--- src/rtl/pxin_pkg.sv ---
// Shared types and constants for the pixel ingress block.
// PXIN_SOF_RESYNC_EN widens each FIFO entry by one bit to carry the per-beat sof marker.
package pxin_pkg;

    typedef enum logic [0:0] {
        IDLE   = 1'b0,
        ACTIVE = 1'b1
    } pxin_state_e;

    localparam int XB_DEF    = 10;
    localparam int YB_DEF    = 10;
    localparam int PB_DEF    = 8;
    localparam int NCH_DEF   = 1;
    localparam int DEPTH_DEF = 16;

    function automatic int pxin_fifo_w(input int nch, input int pb);
`ifdef PXIN_SOF_RESYNC_EN
        return nch * pb + 1;
`else
        return nch * pb;
`endif
    endfunction

endpackage

--- src/rtl/pxin_fifo.sv ---
// First-word-fall-through FIFO: the head entry is readable combinationally whenever level != 0.
// Synchronous active-high reset clears pointers and level; storage is left uninitialised.
module pxin_fifo #(
    parameter int  W     = 8,
    parameter int  DEPTH = 16,
    localparam int AW    = $clog2(DEPTH)
) (
    input  logic         clk,
    input  logic         rst,
    input  logic         push,
    input  logic         pop,
    input  logic [W-1:0] wr_data,
    output logic         full,
    output logic         empty,
    output logic [AW:0]  level,
    output logic [W-1:0] head
);

    localparam logic [AW:0]   FULL_LVL = (AW + 1)'(DEPTH);
    localparam logic [AW:0]   ONE_LVL  = (AW + 1)'(1);
    localparam logic [AW-1:0] ONE_PTR  = AW'(1);

    logic [W-1:0]  mem_q [DEPTH];
    logic [AW-1:0] wr_ptr_q, wr_ptr_d;
    logic [AW-1:0] rd_ptr_q, rd_ptr_d;
    logic [AW:0]   level_q, level_d;
    logic          push_ok, pop_ok;

    assign full    = (level_q == FULL_LVL);
    assign empty   = (level_q == '0);
    assign level   = level_q;
    assign head    = mem_q[rd_ptr_q];
    assign push_ok = push & ~full;
    assign pop_ok  = pop & ~empty;

    always_comb begin
        wr_ptr_d = wr_ptr_q;
        rd_ptr_d = rd_ptr_q;
        level_d  = level_q;
        if (push_ok) begin
            wr_ptr_d = wr_ptr_q + ONE_PTR;
        end
        if (pop_ok) begin
            rd_ptr_d = rd_ptr_q + ONE_PTR;
        end
        case ({push_ok, pop_ok})
            2'b10:   level_d = level_q + ONE_LVL;
            2'b01:   level_d = level_q - ONE_LVL;
            default: level_d = level_q;
        endcase
    end

    always_ff @(posedge clk) begin
        if (rst) begin
            wr_ptr_q <= '0;
            rd_ptr_q <= '0;
            level_q  <= '0;
        end else begin
            wr_ptr_q <= wr_ptr_d;
            rd_ptr_q <= rd_ptr_d;
            level_q  <= level_d;
        end
    end

    always_ff @(posedge clk) begin
        if (push_ok) begin
            mem_q[wr_ptr_q] <= wr_data;
        end
    end

endmodule

--- src/rtl/pixel_ingress.sv ---
// Pixel stream ingress: FWFT buffering plus per-beat column/row position and line/frame flags.
// Define PXIN_SOF_RESYNC_EN to add px_in_sof and realign the frame position on an unexpected sof.
module pixel_ingress
    import pxin_pkg::*;
#(
    parameter int  XB    = XB_DEF,
    parameter int  YB    = YB_DEF,
    parameter int  PB    = PB_DEF,
    parameter int  NCH   = NCH_DEF,
    parameter int  DEPTH = DEPTH_DEF,
    localparam int AW    = $clog2(DEPTH)
) (
    input  logic              clk,
    input  logic              rst,
    input  logic [XB-1:0]     cfg_width,
    input  logic [YB-1:0]     cfg_height,
    input  logic [NCH*PB-1:0] px_in_data,
    input  logic              px_in_valid,
`ifdef PXIN_SOF_RESYNC_EN
    input  logic              px_in_sof,
`endif
    output logic              px_in_ready,
    output logic [NCH*PB-1:0] px_out_data,
    output logic              px_out_valid,
    input  logic              px_out_ready,
    output logic [XB-1:0]     col_count,
    output logic [YB-1:0]     row_count,
    output logic              px_out_sol,
    output logic              px_out_eol,
    output logic              px_out_sof,
    output logic              px_out_eof,
    output logic [AW:0]       fifo_level,
    output logic              frame_done,
    output logic              cfg_err,
    output logic              frame_err
);

    localparam int            DW    = NCH * PB;
    localparam int            FW    = pxin_fifo_w(NCH, PB);
    localparam logic [XB-1:0] ONE_X = XB'(1);
    localparam logic [YB-1:0] ONE_Y = YB'(1);

    pxin_state_e   state_q, state_d;
    logic [XB-1:0] width_q, width_d;
    logic [YB-1:0] height_q, height_d;
    logic [XB-1:0] col_q, col_d, pos_col;
    logic [YB-1:0] row_q, row_d, pos_row;
    logic          frame_done_q, frame_done_d;
    logic          frame_err_q, frame_err_d;
    logic          cfg_err_q, cfg_err_d;

    logic          fifo_full, fifo_empty;
    logic          push, pop, active, head_sof, resync, at_eol, at_eof;
    logic [FW-1:0] fifo_wdata, fifo_head;

`ifdef PXIN_SOF_RESYNC_EN
    assign fifo_wdata = {px_in_sof, px_in_data};
    assign head_sof   = fifo_head[FW-1];
`else
    assign fifo_wdata = px_in_data;
    assign head_sof   = 1'b0;
`endif

    pxin_fifo #(
        .W     (FW),
        .DEPTH (DEPTH)
    ) u_fifo (
        .clk     (clk),
        .rst     (rst),
        .push    (push),
        .pop     (pop),
        .wr_data (fifo_wdata),
        .full    (fifo_full),
        .empty   (fifo_empty),
        .level   (fifo_level),
        .head    (fifo_head)
    );

    assign active       = (state_q == ACTIVE);
    assign px_in_ready  = ~fifo_full;
    assign push         = px_in_valid & px_in_ready;
    assign px_out_valid = active & ~fifo_empty;
    assign pop          = px_out_valid & px_out_ready;
    assign px_out_data  = fifo_empty ? '0 : fifo_head[DW-1:0];

    // An sof beat arriving away from (0,0) is reported at (0,0) while it sits at the head.
    assign resync  = px_out_valid & head_sof & ((col_q != '0) | (row_q != '0));
    assign pos_col = resync ? '0 : col_q;
    assign pos_row = resync ? '0 : row_q;
    assign at_eol  = (pos_col == width_q - ONE_X);
    assign at_eof  = at_eol & (pos_row == height_q - ONE_Y);

    assign col_count  = pos_col;
    assign row_count  = pos_row;
    assign px_out_sol = active & (pos_col == '0);
    assign px_out_eol = active & at_eol;
    assign px_out_sof = px_out_sol & (pos_row == '0);
    assign px_out_eof = active & at_eof;

    assign frame_done = frame_done_q;
    assign frame_err  = frame_err_q;
    assign cfg_err    = cfg_err_q;

    always_comb begin
        state_d      = state_q;
        width_d      = width_q;
        height_d     = height_q;
        col_d        = col_q;
        row_d        = row_q;
        frame_done_d = 1'b0;
        frame_err_d  = 1'b0;
        cfg_err_d    = cfg_err_q;
        case (state_q)
            IDLE: begin
                width_d  = cfg_width;
                height_d = cfg_height;
                col_d    = '0;
                row_d    = '0;
                if ((cfg_width != '0) && (cfg_height != '0)) begin
                    state_d   = ACTIVE;
                    cfg_err_d = 1'b0;
                end else begin
                    cfg_err_d = 1'b1;
                end
            end
            ACTIVE: begin
                cfg_err_d = 1'b0;
                if (pop) begin
                    frame_err_d = resync;
                    if (at_eol) begin
                        col_d = '0;
                        if (at_eof) begin
                            row_d        = '0;
                            frame_done_d = 1'b1;
                            state_d      = IDLE;
                        end else begin
                            row_d = pos_row + ONE_Y;
                        end
                    end else begin
                        col_d = pos_col + ONE_X;
                        row_d = pos_row;
                    end
                end
            end
            default: state_d = IDLE;
        endcase
    end

    always_ff @(posedge clk) begin
        if (rst) begin
            state_q      <= IDLE;
            width_q      <= '0;
            height_q     <= '0;
            col_q        <= '0;
            row_q        <= '0;
            frame_done_q <= 1'b0;
            frame_err_q  <= 1'b0;
            cfg_err_q    <= 1'b0;
        end else begin
            state_q      <= state_d;
            width_q      <= width_d;
            height_q     <= height_d;
            col_q        <= col_d;
            row_q        <= row_d;
            frame_done_q <= frame_done_d;
            frame_err_q  <= frame_err_d;
            cfg_err_q    <= cfg_err_d;
        end
    end

endmodule

--- config.mk ---
export PLATFORM = sky130hd
export DESIGN_NAME = pixel_ingress
export DESIGN_NICKNAME = d
export VERILOG_FILES = /design/src/rtl/pxin_pkg.sv /design/src/rtl/pxin_fifo.sv /design/src/rtl/pixel_ingress.sv
export SDC_FILE = /design/constraint.sdc
export NUM_CORES = 1
export LEC_CHECK = 0
export BUFFER_PORTS_ARGS = -buffer_cell sky130_fd_sc_hd__buf_2
export CAP_MARGIN = 10
export CORE_ASPECT_RATIO = 0.75
export CORE_MARGIN = 2
export CORE_UTILIZATION = 41
export DETAILED_ROUTE_END_ITERATION = 7
export PLACE_DENSITY = 0.67
export SLEW_MARGIN = 20
export SYNTH_ARGS = -nofsm -noshare
export SYNTH_HDL_FRONTEND = slang
export SYNTH_SLANG_ARGS = --single-unit
--- constraint.sdc ---
create_clock -name clk -period 8.3 [get_ports clk]
set_input_delay 1.66 -clock clk [delete_from_list [all_inputs] [get_ports clk]]
set_output_delay 1.66 -clock clk [all_outputs]
set_load 0.01 [all_outputs]
# ---- Word level (Yosys, flattened, before mapping)
# Memories as Yosys holds them, arrays and structs flattened. A register that Yosys moved wholly into a read port is not among the register bits.
# Cells that the tools add are included.
dict set report word_totals {
  ff_bits 56
  ramBits 128
  in_bits 32
  mem_count 1
}
# memory depth word_bits rd rd_clocked_by_memory_dff wr line_no
set memory_table {}
lappend memory_table {u_fifo.mem_q 16 8 1 1 1 pxin_fifo.sv:23} ;# logic [W-1:0] mem_q [DEPTH];
dict set report classes {
  add_sub_neg 8
  n_eq_ne 7
  n_mux 21
  bitwise 15
  reduce_logical 9
}
# operator count
set ops {}
lappend ops {{10-bit 2-to-1 mux} 5}
lappend ops {{10-bit case mux with 2 select lines} 2}
lappend ops {{10-bit by 1-bit adder with 10-bit output, second input constant} 2}
lappend ops {{10-bit == test} 2}
lappend ops {{10-bit zero test} 2}
lappend ops {{10-bit nonzero test} 2}
lappend ops {{10-bit by 1-bit subtractor with 10-bit output, second input constant} 2}
lappend ops {{1-bit AND} 10}
lappend ops {{5-bit case mux with 2 select lines} 1}
lappend ops {{4-bit by 1-bit adder with 4-bit output, second input constant} 2}
lappend ops {{1-bit 2-to-1 mux} 8}
lappend ops {{4-bit 2-to-1 mux} 2}
lappend ops {{8-bit 2-to-1 mux} 1}
lappend ops {{5-bit by 1-bit adder with 5-bit output, second input constant} 1}
lappend ops {{5-bit == test, second input constant} 1}
lappend ops {{5-bit zero test} 1}
lappend ops {{1-bit NOT} 5}
lappend ops {{5-bit by 1-bit subtractor with 5-bit output, second input constant} 1}
lappend ops {{2-bit by 1-bit != test with 1-bit output, second input constant} 2}
lappend ops {{1-bit case mux with 2 select lines} 2}
lappend ops {{4-bit OR reduction} 1}
lappend ops {{2-bit by 1-bit == test with 1-bit output, second input constant} 1}
lappend ops {{2-bit == test, second input constant} 1}
lappend ops {{2-bit AND reduction} 1}
lappend ops {{2 further kinds} 2}

# ---- Longest topological paths before layout
dict set report logic_depth {
  ltp_word 7
  depth_mapped 13
}

# ---- By module
# A second synthesis with hierarchy kept.
dict set report hier_totals {
  hier_cells 685
  area_unflattened_um2 8690.8
}
# mod instances cells_per_inst area_each_um2 seq_area_each_um2
set by_module_without_submodules {}
lappend by_module_without_submodules {pxin_fifo 1 324 5836.8 4184.0}
lappend by_module_without_submodules {pixel_ingress 1 361 2854.0 860.8}

# ---- Worst setup path before layout
# OpenSTA, ideal clock, no wires.
dict set report synth_timing {
  path_type {reg2out}
  start {register with a tool-made name}
  end {output port px_out_data[0]}
  t_arrival_ps 2221
  slack_ps 4419
  stages_incl_launch_ff 6
  path_cell_list {dfxtp_1 > clkbuf_1 > buf_1 > mux4_2 > mux4_2 > nor2b_1}
}
# element line_no
set synth_rtl {}
lappend synth_rtl {{end: declaration} pixel_ingress.sv:23} ;# output logic [NCH*PB-1:0] px_out_data,

# ---- Final worst setup path
dict set report layout_timing {
  start {register width_q[0]}
  end {output port px_out_eof}
}
dict set report layout_between {
  elab_chain_cells 4
}
# element line_no
set layout_rtl {}
lappend layout_rtl {{start: declaration} pixel_ingress.sv:44} ;# logic [XB-1:0] width_q, width_d;
lappend layout_rtl {{start signal: assignment} pixel_ingress.sv:161} ;# width_q <= width_d;
lappend layout_rtl {{10-bit by 1-bit subtractor with 10-bit output} pixel_ingress.sv:90} ;# assign at_eol = (pos_col == width_q - ONE_X);
lappend layout_rtl {{10-bit == test} pixel_ingress.sv:90}
lappend layout_rtl {{1-bit AND} pixel_ingress.sv:91} ;# assign at_eof = at_eol & (pos_row == height_q - ONE_Y);
lappend layout_rtl {{1-bit AND} pixel_ingress.sv:98} ;# assign px_out_eof = active & at_eof;
lappend layout_rtl {{end: declaration} pixel_ingress.sv:31} ;# output logic px_out_eof,
# Every way passes these cells.

==> run_results.csv <==
group,metric,value,unit
power,p_leak,3.441,nW
min_path,worst_hold_path_type,"reg2reg",
clock_tree,cts_inserted_buffers,17,
run_status,outcome,"finished, final reports clean",
synthesis,synth.avg_cell_area,13.98,µm²
synthesis,yosysUniqueCellTypes,60,
clock_tree,cts_resized,0,
routing,finalWirelength,17960,µm
die,start_util,0.4150,
setup_path,crit_path_start_kind,"flip-flop",
routing,drc_errors,0,
setup_path,endpoint_kind,"primary output",
placement,place.gp.congestion,0.8446,
clock_tree,clockRootBuffer,"clkbuf_16",
die,fp-row-count,45,
sta,relSlewSlack,0.2386,
die,die_h,127.4,µm
clock_tree,cts_tree,"done",
cells_and_area,fill_cells,1687,
synthesis,synth_ff_type,"edfxtp_1",
setup_path,crit_chain,"inv_1 -> ha_1 -> or4b_4 -> nor4_2 -> xnor2_1 -> and4b_1 -> and3_1 -> and2_1 -> buf_2",
synthesis,synthTopCellsByCount,"128 x edfxtp_1, 65 x nor2_1, 60 x dfxtp_1, 40 x mux4_2, 26 x xor2_1",
setup_path,startpoint,"width_q[0]",
synthesis,synth_top_area_share,0.4621,
setup_path,crit-reg2reg-launch,"u_fifo.level[0]",
setup_path,max_stage_delay,0.53,ns
synthesis,syn_area,8318,µm²
clock_tree,cts.sinks,188,
setup_path,regToRegSetupSlack,4.69,ns
global_route,track_usage,0.1739,
clock_tree,path_clk_slew,0.08,ns
cells_and_area,final_cells,933,
cells_and_area,area_growth,15.01,%
synthesis,synth_most_common_cell,"edfxtp_1",
global_route,grt_pass1_vias,5129,
clock_tree,cts_setup_buffers,0,
sta,period_minus_slack,4.509,ns
setup_path,cp_data_arrival_time,2.85,ns
sta,fin_setup_tns,0,ns
die,num_io_pins,74,
sta,finalCritPeriodShare,0.5433,
placement,io_buffers,72,
cells_and_area,final_nets,710,
sta,finalHoldViolations,0,
min_path,hold_path.startpoint,"u_fifo.rd_ptr_q[1]",
setup_path,rr_worst_depth,10,
die,coreArea,20040,µm²
sta,fmax,221.8,MHz
global_route,grt_pass1_wl,28450,µm
cells_and_area,drive_above_1_share,0.2519,
synthesis,yosysWarnings,0,
sta,slew_viol_final,0,
setup_path,crit_path_max_fanout,5,
global_route,antenna_found_initial,0,
routing,dr.pass1.iters,5,
placement,place_inst,901,
flow_run,drv_cap,0,
synthesis,synth_area_leaders,"edfxtp_1 46%, dfxtp_1 14%, mux4_2 11%",
routing,vias,5091,
synthesis,synth-seq-cells,188,
synthesis,yosysSeqAreaShare,0.6065,
setup_path,cp.required,6.64,ns
routing,ant_nets,0,
clock_tree,holdBufCountCts,0,
sta,rsz0062_at_grt,"no",
clock_tree,cts_buffer_depth,2,
setup_path,crit_type,"reg2out",
global_route,grt_max_degree,42,
die,die-area,21450,µm²
sta,setup-violations-final,0,
setup_path,r2r-end,"u_fifo.level[4]",
synthesis,async_flop_share,0,
routing,dr.first_iter.drc_count,406,
clock_tree,worst_skew_pair.late_latency,0.44,ns
routing,vias_per_cell,5.457,
power,irDropWorstVdd,0.1698,mV
cells_and_area,antenna_cells,0,
routing,routedWlPerCell,19.25,µm
global_route,overflow,0,
sta,worstMarginPinSlew,1.138,ns
synthesis,synthesis.nets,643,
die,dieWidth,168.5,µm
synthesis,syn_inst,595,
clock_tree,cts_max_level,4,
setup_path,cp_slowest_cell,"or4b_4",
power,powerDensity,230.0,nW/µm²
setup_path,cp-endpoint,"px_out_eof",
synthesis,yosysTopAreaCell,"edfxtp_1",
synthesis,synth_edf_count,128,
sta,skew,0.01412,ns
placement,dp_hpwl,12050,µm
-- layout make-up --
cell class | count | area [µm²] | share of cell area
Sequential cell | 188 | 5049 | 0.5277
Multi-Input combinational cell | 361 | 3097 | 0.3237
Clock buffer | 17 | 425.4 | 0.04447
Timing Repair Buffer | 76 | 390.4 | 0.04081
Tap cell | 258 | 322.8 | 0.03374
Clock inverter | 15 | 215.2 | 0.02250
Inverter | 18 | 67.56 | 0.007063
-- where the power goes --
group          total [W]  leakage [nW]  switching (W)  internal [W]
combinational   0.000283          1.48       0.000148      0.000135
clock           0.000849         0.311       0.000423      0.000426
sequential       0.00107          1.65      0.0000437       0.00102
total            0.00220          3.44       0.000615       0.00158
-- registers in the layout, summed over array words and instances (netlist names), 4 cells and up, named ones only --
register and flops:
row_count 10, u_fifo.mem_q 128, u_fifo.wr_ptr_q 4, height_q 10, u_fifo.rd_ptr_q 4, col_count 10
width_q 10, u_fifo.level 5
-- placed cells by master, fill, tap and decap left out, drive strengths merged, types with 4 or more instances in the layout --
cell / Yosys / layout
inv: 18 / 29
edfxtp: 128 / 128
dfxtp: 60 / 60
and3: 6 / 6
mux4: 40 / 40
or3: 10 / 10
and2: 4 / 4
a31oi: 5 / 5
nand2b: 7 / 7
nand3: 13 / 13
nand2: 17 / 17
mux2i: 23 / 23
buf: 10 / 76
clkbuf: 18 / 17
nor2: 66 / 66
xor2: 26 / 26
nor4: 8 / 8
clkinv: 0 / 4
xnor2: 16 / 16
o21ai: 11 / 11
nand4: 8 / 8
nor2b: 11 / 11
or4: 7 / 7
a21oi: 22 / 22
ha: 15 / 15
nor3: 14 / 14
-- worst min path at each step --
stage                              end  cells after the start
finish                       flip-flop                      2
global route        u_fifo.rd_ptr_q[1]                      2
CTS                          flip-flop                      2
detailed placement  u_fifo.rd_ptr_q[1]                      2
global placement    u_fifo.rd_ptr_q[1]                      2
floorplan                    flip-flop                      2
-- through the flow --
step / power [W] / cell area (µm²) / utilization / hold slack (ns) / setup WS (ns)
3_3_place_gp: 0.001365 / 8916 / 0.4448 / 0.4854 / 4.093
6_report: 0.002200 / 9567 / 0.4773 / 0.5062 / 3.791
2_1_floorplan: 0.001275 / 8318 / - / 0.4678 / 4.419
3_5_place_dp: 0.001376 / 8916 / 0.4448 / 0.4963 / 4.034
5_1_grt: 0.002289 / 9567 / 0.4773 / 0.5350 / 3.608
4_1_cts: 0.002221 / 9557 / 0.4768 / 0.5075 / 3.541
-- critical path, delay by kind of cell (launching register included) --
kind                       cells  cell delay [ns]
xor gates and xnor gates       1             0.18
DFF                            1             0.35
adders and majority gates      1             0.23
buffers and inverters          2             0.20
and+or+nand+nor                5             1.44
-- kinds of logic (layout without fill, tap and decap cells) --
| group | after synthesis | after routing | synth area share |
|---|---|---|---|
| flip-flops | 188 | 188 | 0.6065 |
| AND/OR/NAND/NOR | 182 | 182 | 0.1148 |
| multiplexers | 64 | 64 | 0.1373 |
| AO/OA/AOI/OAI | 56 | 56 | 0.04754 |
| buffers and inverters | 46 | 126 | 0.02331 |
| XOR/XNOR | 42 | 42 | 0.04513 |
| adder cells (fa/ha/maj) | 16 | 16 | 0.02497 |
| other | 1 | 1 | 0.0004508 |
-- per-layer routing --
metal | wire length (µm) | part of all wire | global-route usage
met1 | 8491 | 0.47 | 0.2485
met2 | 8380 | 0.47 | 0.2716
met3 | 897 | 0.050 | 0.03934
met4 | 190 | 0.011 | 0.04361
met5 | 0 | 0 | 0
(Power assumes the default switching activity.)
